==> src/rtl/dut_master_pkg.sv <==
// Shared types and dut register map for the dut bus master.
package dut_master_pkg;

    typedef enum logic [2:0] {
        ST_IDLE,
        ST_POLL_A,
        ST_WR_A,
        ST_POLL_B,
        ST_WR_B,
        ST_POLL_Y,
        ST_RD_Y,
        ST_OUT
    } state_e;

    localparam int unsigned DUT_A_FULLN  = 0;
    localparam int unsigned DUT_B_FULLN  = 1;
    localparam int unsigned DUT_Y_EMPTYN = 2;
    localparam int unsigned DUT_Y_DATA   = 3;
    localparam int unsigned DUT_A_WR     = 4;
    localparam int unsigned DUT_B_WR     = 5;

endpackage

==> src/rtl/dut_poll_timer.sv <==
// Per-poll-state failure counter; flags the failed poll that reaches POLL_TO.
module dut_poll_timer #(
    parameter int POLL_TO = 1023
) (
    input  logic clk,
    input  logic rst_n,
    input  logic clear,
    input  logic inc,
    output logic expired
);
    localparam int W = $clog2(POLL_TO + 1);
    localparam logic [W-1:0] LAST = W'(POLL_TO - 1);

    logic [W-1:0] count_q, count_d;

    always_comb begin
        count_d = count_q;
        if (clear) begin
            count_d = '0;
        end else if (inc) begin
            count_d = count_q + W'(1);
        end
    end

    assign expired = inc && (count_q == LAST);

    always_ff @(posedge clk) begin
        if (!rst_n) begin
            count_q <= '0;
        end else begin
            count_q <= count_d;
        end
    end

endmodule

==> src/rtl/dut_bus_master.sv <==
// Drives one (a,b) pair at a time through the OR/FIFO dut and returns y.
// Define DUT_MASTER_TIMEOUT_EN to bound polling and raise a sticky err on timeout.
module dut_bus_master #(
    parameter int ADDR_W  = 3,
    parameter int POLL_TO = 1023,
    parameter int CNT_W   = 16
) (
    input  logic              CLK,
    input  logic              RST_N,
    input  logic              in_valid,
    output logic              in_ready,
    input  logic              in_a,
    input  logic              in_b,
    output logic              out_valid,
    input  logic              out_ready,
    output logic              out_y,
    output logic [ADDR_W-1:0] write_address,
    output logic              write_data,
    output logic              write_en,
    input  logic              write_rdy,
    output logic [ADDR_W-1:0] read_address,
    output logic              read_en,
    input  logic              read_data,
    input  logic              read_rdy,
    output logic [CNT_W-1:0]  txn_count,
    output logic              err
);
    import dut_master_pkg::*;

    state_e           state_q, state_d;
    logic             a_q, a_d;
    logic             b_q, b_d;
    logic             y_q, y_d;
    logic [CNT_W-1:0] txn_q, txn_d;
    logic             rd_beat, wr_beat;
    logic             poll_expired;

    assign rd_beat = read_en && read_rdy;
    assign wr_beat = write_en && write_rdy;

`ifdef DUT_MASTER_TIMEOUT_EN
    logic is_poll;
    logic poll_fail;
    logic err_q;

    assign is_poll   = (state_q == ST_POLL_A) || (state_q == ST_POLL_B) || (state_q == ST_POLL_Y);
    assign poll_fail = is_poll && rd_beat && !read_data;

    // Leaving a poll state always passes through a non-poll state, so this clears on every entry.
    dut_poll_timer #(.POLL_TO(POLL_TO)) u_poll_timer (
        .clk     (CLK),
        .rst_n   (RST_N),
        .clear   (!is_poll),
        .inc     (poll_fail),
        .expired (poll_expired)
    );

    always_ff @(posedge CLK) begin
        if (!RST_N) begin
            err_q <= 1'b0;
        end else begin
            err_q <= err_q | poll_expired;
        end
    end

    assign err = RST_N & err_q;
`else
    assign poll_expired = 1'b0;
    assign err          = 1'b0;

    if (POLL_TO < 1) begin : g_poll_to_unused
    end
`endif

    always_comb begin
        state_d = state_q;
        a_d     = a_q;
        b_d     = b_q;
        y_d     = y_q;
        txn_d   = txn_q;
        case (state_q)
            ST_IDLE: begin
                if (in_valid) begin
                    a_d     = in_a;
                    b_d     = in_b;
                    state_d = ST_POLL_A;
                end
            end
            ST_POLL_A: if (rd_beat && read_data) state_d = ST_WR_A;
            ST_WR_A:   if (wr_beat) state_d = ST_POLL_B;
            ST_POLL_B: if (rd_beat && read_data) state_d = ST_WR_B;
            ST_WR_B:   if (wr_beat) state_d = ST_POLL_Y;
            ST_POLL_Y: if (rd_beat && read_data) state_d = ST_RD_Y;
            ST_RD_Y: begin
                if (rd_beat) begin
                    y_d     = read_data;
                    state_d = ST_OUT;
                end
            end
            ST_OUT: begin
                if (out_ready) begin
                    txn_d   = txn_q + CNT_W'(1);
                    state_d = ST_IDLE;
                end
            end
            default: state_d = ST_IDLE;
        endcase
        if (poll_expired) begin
            state_d = ST_IDLE;
        end
    end

    // Outputs decode registered state only and are forced low while reset is held.
    always_comb begin
        in_ready      = 1'b0;
        out_valid     = 1'b0;
        write_address = '0;
        write_data    = 1'b0;
        write_en      = 1'b0;
        read_address  = '0;
        read_en       = 1'b0;
        if (RST_N) begin
            case (state_q)
                ST_IDLE:   in_ready = 1'b1;
                ST_POLL_A: begin read_address = ADDR_W'(DUT_A_FULLN);  read_en = 1'b1; end
                ST_WR_A:   begin write_address = ADDR_W'(DUT_A_WR); write_data = a_q; write_en = 1'b1; end
                ST_POLL_B: begin read_address = ADDR_W'(DUT_B_FULLN);  read_en = 1'b1; end
                ST_WR_B:   begin write_address = ADDR_W'(DUT_B_WR); write_data = b_q; write_en = 1'b1; end
                ST_POLL_Y: begin read_address = ADDR_W'(DUT_Y_EMPTYN); read_en = 1'b1; end
                ST_RD_Y:   begin read_address = ADDR_W'(DUT_Y_DATA);   read_en = 1'b1; end
                ST_OUT:    out_valid = 1'b1;
                default:   in_ready = 1'b0;
            endcase
        end
    end

    assign out_y     = RST_N & y_q;
    assign txn_count = RST_N ? txn_q : '0;

    always_ff @(posedge CLK) begin
        if (!RST_N) begin
            state_q <= ST_IDLE;
            a_q     <= 1'b0;
            b_q     <= 1'b0;
            y_q     <= 1'b0;
            txn_q   <= '0;
        end else begin
            state_q <= state_d;
            a_q     <= a_d;
            b_q     <= b_d;
            y_q     <= y_d;
            txn_q   <= txn_d;
        end
    end

endmodule

==> config.mk <==
export PLATFORM = sky130hd
export DESIGN_NAME = dut_bus_master
export DESIGN_NICKNAME = d
export VERILOG_FILES = /design/src/rtl/dut_master_pkg.sv /design/src/rtl/dut_poll_timer.sv /design/src/rtl/dut_bus_master.sv
export SDC_FILE = /design/constraint.sdc
export NUM_CORES = 1
export LEC_CHECK = 0
export ABC_CLOCK_PERIOD_IN_PS = 2700
export CAP_MARGIN = 40
export CORE_MARGIN = 4
export CORE_UTILIZATION = 50
export CTS_CLUSTER_DIAMETER = 50
export DETAILED_ROUTE_END_ITERATION = 10
export GPL_TIMING_DRIVEN = 0
export PLACE_DENSITY = 0.91
export RECOVER_POWER = 100
export SLEW_MARGIN = 20
export SYNTH_ARGS = -nofsm -noshare
export SYNTH_HDL_FRONTEND = slang
export SYNTH_SLANG_ARGS = --single-unit
==> constraint.sdc <==
create_clock -name CLK -period 2.7 [get_ports CLK]
set_input_delay 0.54 -clock CLK [delete_from_list [all_inputs] [get_ports CLK]]
set_output_delay 0.54 -clock CLK [all_outputs]
set_load 0.05 [all_outputs]
After elaboration in Yosys (flattened, before gate mapping)
Cells that the tools add are included.
{"block": "word_totals", "regBits": 22, "wordCells": 56}
{"block": "op_classes", "reduce_logical": 10, "addsub": 1, "mux": 24, "eq_ne": 15, "bitwise_logic": 1}
{"cell": "two-way mux 3 bit", "n": 9}
{"cell": "case mux 3 bit (8 select lines)", "n": 1}
{"cell": "adder 16 x 1 -> 16 bit (second input constant)", "n": 1}
{"cell": "two-way mux 16 bit", "n": 1}
{"cell": "inequality test 2 bit (second input constant)", "n": 8}
{"cell": "equality test 3 bit (second input constant)", "n": 4}
{"cell": "two-way mux 1 bit", "n": 9}
{"cell": "AND reduction 8 bit", "n": 1}
{"cell": "equality test 3 x 2 -> 1 bit (second input constant)", "n": 2}
{"cell": "case mux 2 bit (3 select lines)", "n": 1}
{"cell": "case mux 3 bit (2 select lines)", "n": 1}
{"cell": "AND reduction 2 bit", "n": 3}
{"cell": "OR reduction 4 bit", "n": 1}
{"cell": "equality test 3 x 1 -> 1 bit (second input constant)", "n": 1}
{"cell": "logical AND 1 bit", "n": 3}
{"cell": "zero test 3 bit", "n": 1}
{"cell": "two-way mux 2 bit", "n": 1}
{"cell": "case mux 1 bit (2 select lines)", "n": 1}
{"cell": "OR reduction 2 bit", "n": 1}
{"cell": "AND 1 bit", "n": 1}

Depth between registers and ports, before layout
{"block": "depth", "ltp_word": 8, "depth_mapped": 6}

Worst setup path before layout
Ideal clock, no wire load.
{"block": "synth_path", "path_type": "input to output", "startpoint": "input RST_N", "endpoint": "output write_address[0]", "slack_ps": 258, "arrival_ps": 1902, "path_buffers": 1, "path_stages": 3, "cell_sequence": "clkbuf_1 > nand2_1 > nor3_1"}
{"block": "synth_between", "elab_chain_cells": 1}
{"element": "start: declaration", "line_no": "dut_bus_master.sv:9", "text": "input logic RST_N,"}
{"element": "two-way mux 3 bit", "line_no": "dut_bus_master.sv:122", "text": "if (RST_N) begin"}
{"element": "end: declaration", "line_no": "dut_bus_master.sv:17", "text": "output logic [ADDR_W-1:0] write_address,"}
No other way between the ends.

Final worst setup path
{"block": "layout_path", "startpoint": "input RST_N", "endpoint": "output read_en"}
{"block": "layout_between", "elab_chain_cells": 1}
{"element": "two-way mux 1 bit", "line_no": "dut_bus_master.sv:122"}
{"element": "end: declaration", "line_no": "dut_bus_master.sv:22", "text": "output logic read_en,"}
No other way between the ends.

==> qor.tcl <==
set qor(synthesis.area_um2) 1280
set qor(grt_antenna_before_repair) 0
set qor(fin_util_pct) 65.7
set qor(start_util_pct) 52.1
set qor(worstRegToRegCells) 6
set qor(synthesis.instances) 160
set qor(result_of_the_run) {completed}
set qor(avgRoutedWirePerCell_um) 13.8
set qor(htree_num_levels) 1
set qor(cp_num_buf_inv) 4
set qor(clock_tree.buffer_depth) 2
set qor(detailedRoute.firstIterationViolations) 44
set qor(cts_inserted_buffers) 3
set qor(synth_flop_cell) {sky130_fd_sc_hd__dfxtp_1}
set qor(max-cap-violations) 0
set qor(worstSetupPathType) {in2out}
set qor(source_of_the_worst_hold_timing_path) {b_q}
set qor(critical_path.reg2reg.endpoint) {txn_q[15]}
set qor(placedInstanceArea_um2) 1670
set qor(final_layout_size_suffix_gt1_share_pct) 18.1
set qor(clockRootBuffer) {sky130_fd_sc_hd__clkbuf_4}
set qor(syn_to_final_growth_pct) 26.0
set qor(io_buffers) 34
set qor(critical_path_required_ns) 2.16
set qor(grt_pass1_vias) 1212
set qor(drc) 0
set qor(dpl.cell_count) 226
set qor(cts.reportedPaths.clkPinSlew_ns) 0.11
set qor(fmax_ghz) 0.374
set qor(pwr_density_cell_nw_per_um2) 462
set qor(hold_path_end) {b_q}
set qor(hold_viol_final) 0
set qor(finalWirelength_um) 3160
set qor(rrSetupSlack_ns) 0.88
set qor(r2r_start) {state_q[0]}
set qor(post-synth-top-area-cell) {sky130_fd_sc_hd__dfxtp_1}
set qor(die_x_um) 58.6
set qor(post-route-period-util_pct) 99.0
set qor(sequential_fraction_of_the_synthesis_area_pct) 34.4
set qor(worst_path_largest_cell_delay_ns) 0.60
set qor(post-cts-setup-buffers) 0
set qor(worst_pin_slew_ns) 0.603
set qor(die_height_um) 58.6
set qor(globalRouteTotalUtil_pct) 19.5
set qor(minimum_period_implied_by_the_final_worst_setup_slack_ns) 2.67
set qor(cp.depth) 5
set qor(design_power_total_uw) 744
set qor(ys_top_cells_by_area) {sky130_fd_sc_hd__dfxtp_1 (34%), sky130_fd_sc_hd__and2_1 (8.8%), sky130_fd_sc_hd__nor2_1 (5.6%)}
set qor(total_grt_overflow) 0
set qor(place.detailed.hpwl_um) 2450
set qor(syn-mean-instance-area_um2) 8.00
set qor(total_inserted_antenna_cells) 0
set qor(path_max_fanout) 12
set qor(rsz0062_at_grt) {true}
set qor(fp.coreArea_um2) 2450
set qor(ios) 38
set qor(cp_data_arrival_time_ns) 2.13
set qor(worstHoldPathCells) 2
set qor(slew-limit-headroom_pct) 60.0
set qor(hold_path.class) {reg2reg}
set qor(fp.dieArea_um2) 3430
set qor(finalSetupViolCount) 0
set qor(irDropWorstVdd_v) 0.000447
set qor(postSynth.asyncResetShare_pct) 0
set qor(global_route_wire_length_before_repair_um) 5260
set qor(num_vias) 1267
set qor(synth-edff-count) 0
set qor(cts_tree) {yes}
set qor(final.setup_skew_ns) 0.0120
set qor(postRouteAntennaNets) 0
set qor(gp_routability_congestion) 0.837
set qor(total_leakage_power_uw) 0.000686
set qor(postLayoutCellArea_um2) 1610
set qor(crit_path_top_delay_cell) {sky130_fd_sc_hd__clkdlybuf4s50_1}
set qor(yosysTopAreaCellShare_pct) 34.4
set qor(std_cell_rows) 18
set qor(synth_warnings) 0
set qor(finalNonFillerCells) 229
set qor(number_of_clock_sinks) 22
set qor(dr.pass1.iters) 4
set qor(setup.worst_path.start_class) {primary input}
set qor(worst_setup_path_end_kind) {output pin}
set qor(slew_limit_fails) 0
set qor(worstPathCellList) {clkdlybuf4s50_1 -> inv_1 -> buf_2 -> nor2_1 -> clkdlybuf4s15_2}
set qor(grt_start_max_net_pins) 14
set qor(crit_family) {buffers and inverters}
set qor(insertion_delay_ns) 0.31
set qor(yosys_register_bits) 22
set qor(yosysUniqueCellTypes) 36
set qor(avgViaCountPerCell) 5.53
set qor(finalNetCount) 210
[power by group]
part	internal [uW]	leakage, uW	switching, uW
Combinational	57.0	0.000480	97.7
Clock	150	0.0000279	100
Sequential	334	0.000178	5.77
Total	541	0.000686	204
[layer usage]
metal  vias to the layer above  track usage, %  share of wire (%)
li1                        619               -                  -
met1                       622            23.5                 43
met2                        22            34.9                 52
met3                         4            3.51                3.4
met4                         0            6.15                1.2
met5                         -               0                  0
[layout by cell type (no fill, tap or decap), types with 6 or more instances in the layout]
master / count
sky130_fd_sc_hd__clkbuf_2: 15
sky130_fd_sc_hd__and2_1: 16
sky130_fd_sc_hd__a21oi_1: 6
sky130_fd_sc_hd__nand3_1: 7
sky130_fd_sc_hd__nand4_1: 7
sky130_fd_sc_hd__xnor2_1: 8
sky130_fd_sc_hd__nand2_1: 18
sky130_fd_sc_hd__clkdlybuf4s50_1: 7
sky130_fd_sc_hd__dfxtp_1: 22
sky130_fd_sc_hd__nor2_1: 19
[cell usage after synthesis (2+ instances only)]
cell type and number:
sky130_fd_sc_hd__a21oi_1 6, sky130_fd_sc_hd__and2_1 18, sky130_fd_sc_hd__and3_1 4, sky130_fd_sc_hd__and4_1 2, sky130_fd_sc_hd__and4_4 2, sky130_fd_sc_hd__buf_2 2
sky130_fd_sc_hd__buf_4 5, sky130_fd_sc_hd__clkbuf_1 3, sky130_fd_sc_hd__dfxtp_1 22, sky130_fd_sc_hd__inv_1 2, sky130_fd_sc_hd__mux2_2 3, sky130_fd_sc_hd__mux2i_1 2
sky130_fd_sc_hd__nand2_1 18, sky130_fd_sc_hd__nand3_1 6, sky130_fd_sc_hd__nand3b_1 2, sky130_fd_sc_hd__nand4_1 7, sky130_fd_sc_hd__nor2_1 19, sky130_fd_sc_hd__nor3_1 4
sky130_fd_sc_hd__o21ai_0 3, sky130_fd_sc_hd__or3_1 3, sky130_fd_sc_hd__xnor2_1 8, sky130_fd_sc_hd__xor2_1 5
[state kept, by name, indices dropped and copies added, names as in the netlist]
name / flops
txn_q: 16
state_q: 3
a_q: 1
b_q: 1
y_q: 1
[worst register-to-register path: stages, from the launching register on]
cell                       delay [ns]
sky130_fd_sc_hd__dfxtp_1         0.35
sky130_fd_sc_hd__buf_6           0.14
sky130_fd_sc_hd__and4_1          0.24
sky130_fd_sc_hd__clkbuf_1        0.40
sky130_fd_sc_hd__nand3_1         0.13
sky130_fd_sc_hd__nor2_1          0.13
sky130_fd_sc_hd__mux2_2          0.34
[per-stage QoR]
step / TNS, ns / hold WS [ns] / setup WS [ns]
6_report: 0 / 0.483 / 0.0272
5_1_grt: -0.0461 / 0.509 / -0.0461
4_1_cts: 0 / 0.485 / 0.00416
3_5_place_dp: -12.18 / 0.468 / -0.687
3_3_place_gp: -11.75 / 0.446 / -0.660
2_1_floorplan: 0 / 0.436 / 0.258
[final cells by class]
cell class                 instances  area [um^2]
fill                             218          842
multi-input combinational        126          753
sequential                        22          440
timing repair buffer              34          250
buffer                            11         71.3
tap                               30         37.5
clock inverter                     1         30.0
clock buffer                       3         22.5
inverter                           2         7.51
[kinds of logic (layout without fill, tap and decap cells)]
group	count (synthesis)	in the layout	share of synthesized area, %
AOI/OAI and AO/OA	14	14	6.75
xor gates and xnor gates	13	13	8.90
adders and majority gates	1	1	0.977
buffers and inverters	14	51	6.35
DFF	22	22	34.4
muxes	5	5	4.20
other	1	3	0.293
and+or+nand+nor	90	90	38.1
[what timing repair did]
item	in CTS	in global routing
endpoints found under the hold margin	0	0
resized for setup	61	29
setup endpoints to repair	23	18
hold buffers	0	0
[worst max path at each step]
stage | startpoint | to
after global placement | RST_N | txn_count[6]
after CTS | RST_N | txn_count[7]
final | RST_N | read_en
after detailed placement | RST_N | read_en
after global routing | RST_N | read_en
after floorplan | RST_N | write_address[0]
Power figures use the tool's default switching activity.
==> patch: new RTL, config.mk and constraints unchanged <==
Add a define of `DUT_MASTER_TIMEOUT_EN`.
--- a/src/rtl/dut_bus_master.sv
+++ b/src/rtl/dut_bus_master.sv
@@ -2,2 +2,4 @@
 // Define DUT_MASTER_TIMEOUT_EN to bound polling and raise a sticky err on timeout.
+`define DUT_MASTER_TIMEOUT_EN
+
 module dut_bus_master #(
Function: no difference found for any inputs over 10 cycles, from zero or initial values and one cycle with RST_N low; that may be too few to reach the edited logic, so the function may still have changed.
==> patch against the original RTL <==
- register-to-register slack worse by 460 ps
- worst setup slack better by 97 ps
- via count increased by 33%
- sequential cell count increased by 11
- power up 27%
- non-clock buffer count grew 4
- cell area rose by 45%
- critical path type unchanged
- routed wire length up 28%
- highest routed layer unchanged
- synthesized area is 48% higher
==> patch: results (changes against the original RTL) <==
Synthesis:
- The count of cell types in the netlist is 45 (+25%).
- The synthesized instance count is 225 (+41%).
- By area the synthesized netlist is led by sky130_fd_sc_hd__dfxtp_1, sky130_fd_sc_hd__and2_1, sky130_fd_sc_hd__xnor2_1.

Layout:
- The non-clock inverter instance count of the final layout is 7 (+5).
- The number of multi-input combinational cells came to 170 (+35%).
- The final-layout fill cell count was 352 (+61%).
- The share of final-layout standard cells stronger than drive strength 1 is 9.02% (-9.1 points).
- The area of the multi-input gates was 0.00111 mm2 (+48%).
- The fraction of area in clock buffers and inverters came to 3.69% (+0.43 points).
- The net count reported at finish was 278 (+32%).
- The non-clock buffer share of cell area came to 16.9% (-3.0 points).
- The sequential cell area share came to 28.2% (+0.91 points).
- The number of signal-net buffers in the layout is 49 (+8.9%).

Floorplanning:
- The number of rows in the core area is 22 (+4).

Worst setup path:
- The maximum fanout along the worst path is 11 (-1).
- The highest cell delay on the worst timing path is 520 ps (-80 ps).

Placed design:
- The total placed cells including tap cells was 309 (+37%).
- The routability congestion estimate was 0.826 (-1.3%).
- The pre-CTS worst setup slack is -910 ps (-223 ps).
- The standard cell area after detailed placement is 0.00232 mm2 (+40%).
- The number of port buffers is 35 (+2.9%).

Power and ir drop:
- The worst vdd rail ir drop is 0.228 mV (-49%).
- The internal power component was 0.726 mW (+34%).
- The leakage power is 0.891 nW (+30%).
- The total power per unit cell area is 405 mW/mm2 (-12%).
- The power consumed by the clock network came to 0.369 mW (+48%).

Global routing:
- The via count of the first global-routing pass is 1557 (+28%).
- The first-pass GRT wire length is 6.94 mm (+32%).
- The largest net degree at the start of global routing is 19 (+5).
- The total global routing track utilization is 17.1% (-2.4 points).

Drt:
- The via density per instance is 5.38 (-2.8%).
- The routed wirelength normalized by instance count came to 12.9 um (-6.3%).
- The starting DRC count in detailed routing was 81 (+84%).
- The number of vias in the routed layout came to 1689 (+33%).

STA:
- The worst-case headroom to the max-slew limit is 59.9% (about the same).
- The setup clock skew after layout is 8.20 ps (-3.82 ps).

Status:
- The flow ran to the end, and the final reports show no timing, DRC or antenna violations.

Clock tree:
- The clock transition at the registers of the reported paths is 60 ps (-50 ps).
- The clock network latency to the later pin of the worst-skew pair was 280 ps (-30 ps).
- The H-tree depth reported by CTS was 2 (+1).
patch: repair_timing:
item,CTS,global route
setup endpoints to repair,27,7
resized for setup,49,3
cloned,0,0
patch: layer usage:
metal	GRT usage (%)	wire, um	up-vias
met2	31.4	2030	42
met5	0	0	-
met3	4.06	217	6
met4	3.83	38	0
met1	20.0	1770	778
li1	-	-	863
patch: kinds of logic (layout without fill, tap and decap cells):
family | count (synthesis) | after routing | share of synthesized area (%)
and+or+nand+nor | 113 | 113 | 35.6
DFF | 33 | 33 | 34.8
AOI/OAI and AO/OA | 28 | 28 | 9.55
buffers and inverters | 23 | 63 | 5.99
xor gates and xnor gates | 16 | 16 | 7.38
muxes | 8 | 8 | 4.55
adders and majority gates | 3 | 3 | 1.98
other | 1 | 2 | 0.197
patch: final timing paths:
check,startpoint,end,slack (ps),cells after the start
worst max-delay path,RST_N,txn_count[0],120,4
worst min register to register,err_q,err_q,460,2
worst max register to register,state_q[0],state_q[0],420,6
worst min-delay path,err_q,err_q,460,2
